$ cat src/rtl/vector_sched_pkg.sv
// rtl/vector_sched_pkg.sv - shared state encoding and width helpers for the vector test scheduler
package vector_sched_pkg;

    typedef enum logic [2:0] {
        IDLE,
        ISSUE,
        WAIT_RES,
        NEXT,
        DONE
    } sched_state_t;

    localparam int DEF_N_VECTORS      = 16;
    localparam int DEF_TIMEOUT_CYCLES = 255;

    // Bits needed to hold a vector index 0..n-1
    function automatic int idx_width(input int n);
        return (n < 2) ? 1 : $clog2(n);
    endfunction

    // Bits needed to hold a tally 0..n
    function automatic int cnt_width(input int n);
        return $clog2(n + 1);
    endfunction

    // Bits needed to hold a timer value 0..t-1
    function automatic int timer_width(input int t);
        return (t < 2) ? 1 : $clog2(t);
    endfunction

endpackage

$ cat src/rtl/verdict_timer.sv
// rtl/verdict_timer.sv - per-vector verdict wait counter with expiry flag at TIMEOUT_CYCLES-1
module verdict_timer
    import vector_sched_pkg::*;
#(
    parameter int TIMEOUT_CYCLES = DEF_TIMEOUT_CYCLES,
    localparam int TW            = timer_width(TIMEOUT_CYCLES)
) (
    input  logic i_clk,
    input  logic i_reset,
    input  logic i_clear,
    input  logic i_enable,
    output logic o_expired
);

    logic [TW-1:0] count;

    assign o_expired = (count == TW'(TIMEOUT_CYCLES - 1));

    // Count enabled cycles; hold at the expiry value so the counter never wraps
    always_ff @(posedge i_clk or posedge i_reset) begin
        if (i_reset) begin
            count <= '0;
        end else if (i_clear) begin
            count <= '0;
        end else if (i_enable && !o_expired) begin
            count <= count + TW'(1);
        end
    end

endmodule

$ cat src/rtl/vector_test_scheduler.sv
// rtl/vector_test_scheduler.sv - issues vectors, collects verdicts with timeout, tallies results; STOP_ON_FAIL_EN ends the run at the first fail
module vector_test_scheduler
    import vector_sched_pkg::*;
#(
    parameter int N_VECTORS      = DEF_N_VECTORS,
    parameter int TIMEOUT_CYCLES = DEF_TIMEOUT_CYCLES,
    localparam int IDX_W         = idx_width(N_VECTORS),
    localparam int CNT_W         = cnt_width(N_VECTORS)
) (
    input  logic             i_clk,
    input  logic             i_reset,
    input  logic             i_start,
    output logic             o_vec_valid,
    output logic [IDX_W-1:0] o_vec_idx,
    input  logic             i_vec_ready,
    input  logic             i_chk_done,
    input  logic             i_chk_pass,
    output logic             o_busy,
    output logic             o_done,
    output logic [CNT_W-1:0] o_pass_cnt,
    output logic [CNT_W-1:0] o_fail_cnt,
    output logic             o_timeout,
    output logic [IDX_W-1:0] o_first_fail_idx,
    output logic             o_all_pass
);

    sched_state_t     state;
    sched_state_t     state_next;
    logic [IDX_W-1:0] idx;
    logic [CNT_W-1:0] pass_cnt;
    logic [CNT_W-1:0] fail_cnt;
    logic             timeout_flag;
    logic [IDX_W-1:0] first_fail;
    logic             expired;
    logic             run_start;
    logic             verdict;
    logic             tmo_fail;
    logic             any_fail;
    logic             is_last;

    assign is_last  = (idx == IDX_W'(N_VECTORS - 1));
    assign any_fail = (verdict && !i_chk_pass) || tmo_fail;

    // Timer runs only while waiting for a verdict and is zero everywhere else
    verdict_timer #(
        .TIMEOUT_CYCLES(TIMEOUT_CYCLES)
    ) u_timer (
        .i_clk    (i_clk),
        .i_reset  (i_reset),
        .i_clear  (state != WAIT_RES),
        .i_enable (state == WAIT_RES),
        .o_expired(expired)
    );

    // State register
    always_ff @(posedge i_clk or posedge i_reset) begin
        if (i_reset) begin
            state <= IDLE;
        end else begin
            state <= state_next;
        end
    end

    // Next-state, event decode and state-derived outputs
    always_comb begin
        state_next  = state;
        run_start   = 1'b0;
        verdict     = 1'b0;
        tmo_fail    = 1'b0;
        o_vec_valid = 1'b0;
        o_busy      = 1'b0;
        o_done      = 1'b0;
        case (state)
            IDLE: begin
                if (i_start) begin
                    run_start  = 1'b1;
                    state_next = ISSUE;
                end
            end
            ISSUE: begin
                o_vec_valid = 1'b1;
                o_busy      = 1'b1;
                if (i_vec_ready) begin
                    state_next = WAIT_RES;
                end
            end
            WAIT_RES: begin
                o_busy = 1'b1;
                // A verdict arriving on the expiry cycle takes priority over the timeout
                if (i_chk_done) begin
                    verdict = 1'b1;
                end else if (expired) begin
                    tmo_fail = 1'b1;
                end
                if (verdict || tmo_fail) begin
                    state_next = NEXT;
`ifdef STOP_ON_FAIL_EN
                    if ((verdict && !i_chk_pass) || tmo_fail) begin
                        state_next = DONE;
                    end
`endif
                end
            end
            NEXT: begin
                o_busy     = 1'b1;
                state_next = is_last ? DONE : ISSUE;
            end
            DONE: begin
                o_done = 1'b1;
                if (i_start) begin
                    run_start  = 1'b1;
                    state_next = ISSUE;
                end
            end
            default: begin
                state_next = IDLE;
            end
        endcase
    end

    // Index, tallies, sticky timeout and first-fail capture; all cleared on an accepted start
    always_ff @(posedge i_clk or posedge i_reset) begin
        if (i_reset) begin
            idx          <= '0;
            pass_cnt     <= '0;
            fail_cnt     <= '0;
            timeout_flag <= 1'b0;
            first_fail   <= '0;
        end else if (run_start) begin
            idx          <= '0;
            pass_cnt     <= '0;
            fail_cnt     <= '0;
            timeout_flag <= 1'b0;
            first_fail   <= '0;
        end else begin
            if (state == NEXT && !is_last) begin
                idx <= idx + IDX_W'(1);
            end
            if (verdict && i_chk_pass) begin
                pass_cnt <= pass_cnt + CNT_W'(1);
            end
            if (any_fail) begin
                fail_cnt <= fail_cnt + CNT_W'(1);
                if (fail_cnt == '0) begin
                    first_fail <= idx;
                end
            end
            if (tmo_fail) begin
                timeout_flag <= 1'b1;
            end
        end
    end

    assign o_vec_idx        = idx;
    assign o_pass_cnt       = pass_cnt;
    assign o_fail_cnt       = fail_cnt;
    assign o_timeout        = timeout_flag;
    assign o_first_fail_idx = first_fail;
    assign o_all_pass       = o_done && (fail_cnt == '0);

endmodule

$ cat config.mk
export PLATFORM = sky130hd
export DESIGN_NAME = vector_test_scheduler
export DESIGN_NICKNAME = d
export VERILOG_FILES = /design/src/rtl/vector_sched_pkg.sv /design/src/rtl/verdict_timer.sv /design/src/rtl/vector_test_scheduler.sv
export SDC_FILE = /design/constraint.sdc
export NUM_CORES = 1
export LEC_CHECK = 0
export CELL_PAD_IN_SITES_DETAIL_PLACEMENT = 0
export CELL_PAD_IN_SITES_GLOBAL_PLACEMENT = 1
export CORE_ASPECT_RATIO = 1.1
export CORE_UTILIZATION = 39
export DETAILED_ROUTE_END_ITERATION = 10
export PLACE_DENSITY = 0.83
export SLEW_MARGIN = 40
export SYNTH_ARGS = -nofsm -noshare
export SYNTH_HDL_FRONTEND = slang
export SYNTH_SLANG_ARGS = --single-unit
$ cat constraint.sdc
create_clock -name i_clk -period 2.2 [get_ports i_clk]
set_input_delay 0.44 -clock i_clk [delete_from_list [all_inputs] [get_ports i_clk]]
set_output_delay 0.44 -clock i_clk [all_outputs]
set_load 0.02 [all_outputs]
# After elaboration in Yosys (flattened, before gate mapping)
# Index checks and enable logic that the tools add are counted.
# classes
n_addsub,4
n_eq_ne,10
mux,30
reduce_logical,22
# ops
op,n
$mux W4,5
$mux W5,4
$mux W8,2
$mux W1,14
$mux W3,4
$pmux W3 S4,1
$reduce_bool A2 Y1,6
$add A5 B1 Y5 const B,2
$add A8 B1 Y8 const B,1
$eq A8 B8 Y1 const B,1
$eq A3 B2 Y1 const B,2
$logic_and A1 B1 Y1,5
$logic_not A5 Y1,1
$add A4 B1 Y4 const B,1
$eq A4 B4 Y1 const B,1
$ne A2 B2 Y1 const B,2
$eq A3 B1 Y1 const B,1
$eq A3 B3 Y1 const B,1
$logic_not A1 Y1,3
$logic_not A3 Y1,1
$ne A3 B2 Y1 const B,1
$reduce_and A3 Y1,1
$reduce_or A3 Y1,1
$logic_or A1 B1 Y1,2
other kinds (3),3
# totals
ff_bits,30
input_bits,6
out_inout_bits,23
elab_cells,73

# Longest topological paths before layout
# logic_depth
depth_word,8
depth_mapped,6
mapped_depth_nobuf,6

# By module
# A second synthesis with hierarchy kept.
# hier_totals
cells_unflattened,184
hier_area_um2,1742.9
# modules_own_cells
mod,instances,cells_each,area_per_inst_um2,seq_area_each_um2
vector_test_scheduler,1,132,1253.7,550.5
verdict_timer,1,52,489.2,200.2

# Worst setup path after synthesis
# No wires, ideal clock.
# synth_path
path_kind,reg-to-output
from,"register fail_cnt[1], in the netlist o_fail_cnt[1]"
to,output port o_all_pass
arrival_ns,1.454
t_required_ns,1.760
slack_ns,0.306
path_stages_with_launch,5
path_buffers,0
path_cell_list,dfrtp_1 inv_1 ha_1 or4b_1 nor2_1
# synth_via
elab_chain_cells,2
# synth_rtl
item,line,rtl
start: declaration,vector_test_scheduler.sv:31,logic [CNT_W-1:0] fail_cnt;
start signal: assignment,vector_test_scheduler.sv:143,fail_cnt <= fail_cnt + CNT_W'(1);
$logic_not A5 Y1,vector_test_scheduler.sv:159,assign o_all_pass = o_done && (fail_cnt == '0);
$logic_and A1 B1 Y1,vector_test_scheduler.sv:159,
end: declaration,vector_test_scheduler.sv:24,output logic o_all_pass
# No other way between the ends.

# Worst setup path after layout
# Ends and elaborated chain as after synthesis.

==> results.sh <==
export IMPL_ant_nets=0
export IMPL_netlist_area_um2=1590
export IMPL_stdcell_count=256
export IMPL_holdBufCountCts=0
export IMPL_hold_class="flip-flop to flip-flop"
export IMPL_avgSynthCellArea_um2=9.56
export IMPL_drt_iter0_markers=63
export IMPL_via_count=1348
export IMPL_cts_htree_levels=2
export IMPL_yosysTopAreaCellShare_pct=47.3
export IMPL_die_y_um=68.9
export IMPL_slew_violations=0
export IMPL_synthCells=166
export IMPL_io_pins=29
export IMPL_final_setup_viol_count=0
export IMPL_clock_skew_ps=8.44
export IMPL_clockRootBuffer="clkbuf_8"
export IMPL_drt_wl_total_mm=3.65
export IMPL_ys_seq_area_share_pct=47.3
export IMPL_synthTopCellsByArea="dfrtp_1 (47%), nand3_1 (5.0%), ha_1 (4.7%)"
export IMPL_synthXorXnorAreaFrac_pct=5.52
export IMPL_synth_simple_area_share_pct=23.6
export IMPL_clock_sinks=30
export IMPL_place_inst=248
export IMPL_required_ps=1760
export IMPL_layout_min_cycle_time_ps=2040
export IMPL_fill_cells=353
export IMPL_tightest_slew_ps=544
export IMPL_synth_cell_types=43
export IMPL_cellLeakagePower_nw=0.945
export IMPL_drc_errors=0
export IMPL_rsz0062_at_grt="no"
export IMPL_power_density_nw_per_um2=882
export IMPL_route_detailed_wl_per_inst_um=14.3
export IMPL_cts_tree="done"
export IMPL_grt_pass1_wl_mm=6.18
export IMPL_overflow=0
export IMPL_clk_latency_ps=290
export IMPL_core_area_um2=3770
export IMPL_detail_route_first_pass_iterations=4
export IMPL_fin_nets=217
export IMPL_criticalPathCategory="flip-flop to primary output"
export IMPL_grt_pass1_vias=1381
export IMPL_arrival_ps=1600
export IMPL_cp_start_kind="flip-flop"
export IMPL_synth_async_reset_ratio_pct=100
export IMPL_finalCritPeriodShare_pct=92.7
export IMPL_synth_edf_count=0
export IMPL_synth_top_family_by_area="simple AND/OR/NAND/NOR gates"
export IMPL_fmax_mhz=490
export IMPL_drive_gt1_share_pct=12.1
export IMPL_ir_worst_vdd_uv=443
export IMPL_cts_buffer_depth=2
export IMPL_synth_ff_type="dfrtp_1"
export IMPL_synth_fa_ha_area_share_pct=4.73
export IMPL_n_antenna_cell=0
export IMPL_cap_violations=0
export IMPL_grt_usage_pct=19.2
export IMPL_core_rowCount=23
export IMPL_gp_congestion=0.815
export IMPL_relSlewSlack_pct=63.5
export IMPL_crit_fanout=2
export IMPL_clk_pin_slew_ps=60
export IMPL_crit_path_end_kind="primary output"
export IMPL_initial_utilization_pct=42.1
export IMPL_synth_mux_area_share_pct=1.97
export IMPL_yosys_warnings=0
export IMPL_cts_buffers=5
export IMPL_viasPerCell=5.27
export IMPL_synth_nets=178
export IMPL_hpwl_mm=2.67
export IMPL_final_util_pct=54.9
export IMPL_grt_antenna_before_repair=0
export IMPL_yosys_area_top_type="dfrtp_1"
export IMPL_finalSetupTns_ps=0
export IMPL_ys_ff_latch=30
export IMPL_grt_start_max_net_pins=31
export IMPL_finalHoldViolCount=0
export IMPL_die_area_um2=4330
export IMPL_synth_compound_area_share_pct=13.5
export IMPL_port_buffers=28
export IMPL_syn_to_final_growth_pct=30.5
export IMPL_timing_hold_ws_ps=502
export IMPL_outcome="finished clean"
export IMPL_die_w_um=62.8
-- per-layer routing --
layer / part of all wire (%) / global-route usage (%) / vias up
li1: - / - / 671
met1: 44 / 20.6 / 644
met2: 51 / 35.9 / 27
met3: 3.1 / 5.92 / 6
met4: 1.3 / 7.56 / 0
met5: 0 / 0 / -
-- sequential cells by signal, summed over array words and instances (netlist names) --
name	cells
u_timer.count	8
o_fail_cnt	5
o_pass_cnt	5
o_first_fail_idx	4
o_vec_idx	4
state	3
o_timeout	1
-- power breakdown --
part / switching [mW] / internal (mW) / leakage, nW
logic: 0.352 / 0.301 / 0.486
registers: 0.0894 / 0.624 / 0.411
clock network: 0.208 / 0.252 / 0.0482
total: 0.649 / 1.18 / 0.945
-- cell type report --
| cell class | count | area, um2 | area share (%) |
|---|---|---|---|
| clock buffer | 7 | 86.3 | 4.17 |
| clock inverter | 1 | 5.00 | 0.242 |
| inverter | 7 | 26.3 | 1.27 |
| multi-input combinational | 123 | 782 | 37.8 |
| sequential | 30 | 751 | 36.3 |
| tap | 50 | 62.6 | 3.02 |
| timing repair buffer | 38 | 358 | 17.3 |
-- critical path: stages (launching register included) --
cell,delay (ps)
dfrtp_1,370
inv_1,80
ha_1,130
or4b_1,450
nor2_1,120
buf_2,170
-- cells in the final DEF (no fill, tap or decap), types with 4 or more instances in the layout --
| master | instances |
|---|---|
| ha_1 | 6 |
| nor2_1 | 16 |
| clkbuf_8 | 6 |
| and3_1 | 4 |
| a31oi_1 | 4 |
| xor2_1 | 4 |
| xnor2_1 | 6 |
| inv_1 | 7 |
| a21oi_1 | 9 |
| buf_4 | 10 |
| nand2_1 | 12 |
| o21ai_0 | 6 |
| dfrtp_1 | 30 |
| clkdlybuf4s50_1 | 24 |
| nand3_1 | 16 |
-- cell usage after synthesis, types with 2 or more instances --
library cell / count
a211oi_1: 3
a21oi_1: 9
a31oi_1: 4
and3_1: 4
clkbuf_1: 4
dfrtp_1: 30
ha_1: 6
inv_1: 7
mux2i_1: 2
nand2_1: 12
nand2b_1: 2
nand3_1: 16
nand4_1: 2
nor2_1: 16
nor2_2: 2
nor3_1: 3
nor3b_1: 3
nor4_1: 2
o21ai_0: 6
o31ai_1: 2
xnor2_1: 6
xor2_1: 4
-- kinds of logic (layout without fill, tap and decap cells) --
kind of cell / Yosys count / in the layout
and+or+nand+nor: 71 / 71
AOI/OAI and AO/OA: 33 / 33
DFF: 30 / 30
buffers and inverters: 13 / 53
xor gates and xnor gates: 10 / 10
adders and majority gates: 6 / 6
muxes: 3 / 3
-- final timing paths --
kind / from / end / slack [ps] / depth (start not counted)
max in group asynchronous: i_reset / o_pass_cnt[0]$_DFFE_PP0P_ / 1380 / 3
max reg2reg: o_fail_cnt[1]$_DFFE_PP0P_ / o_first_fail_idx[1]$_DFFE_PP0P_ / 320 / 7
min: u_timer.count[7]$_DFFE_PP0P_ / u_timer.count[7]$_DFFE_PP0P_ / 500 / 1
max: o_fail_cnt[1]$_DFFE_PP0P_ / o_all_pass / 160 / 5
min reg2reg: u_timer.count[7]$_DFFE_PP0P_ / u_timer.count[7]$_DFFE_PP0P_ / 500 / 1
min in group asynchronous: i_reset / o_vec_idx[3]$_DFFE_PP0P_ / 530 / 3
-- stage by stage --
step	total power, mW	worst slack (ps)	cell area, um2
after floorplan	1.10	306	1590
after global placement	1.37	20.4	1980
after detailed placement	1.39	8.31	1980
after CTS	1.85	25.6	2070
after global routing	1.94	15.2	2070
final	1.83	160	2070
-- what timing repair did --
item	CTS	global route
buffers inserted	0	0
resized for setup	3	4
setup endpoints to repair	1	4
No activity file was read; power rests on OpenSTA's default activity.
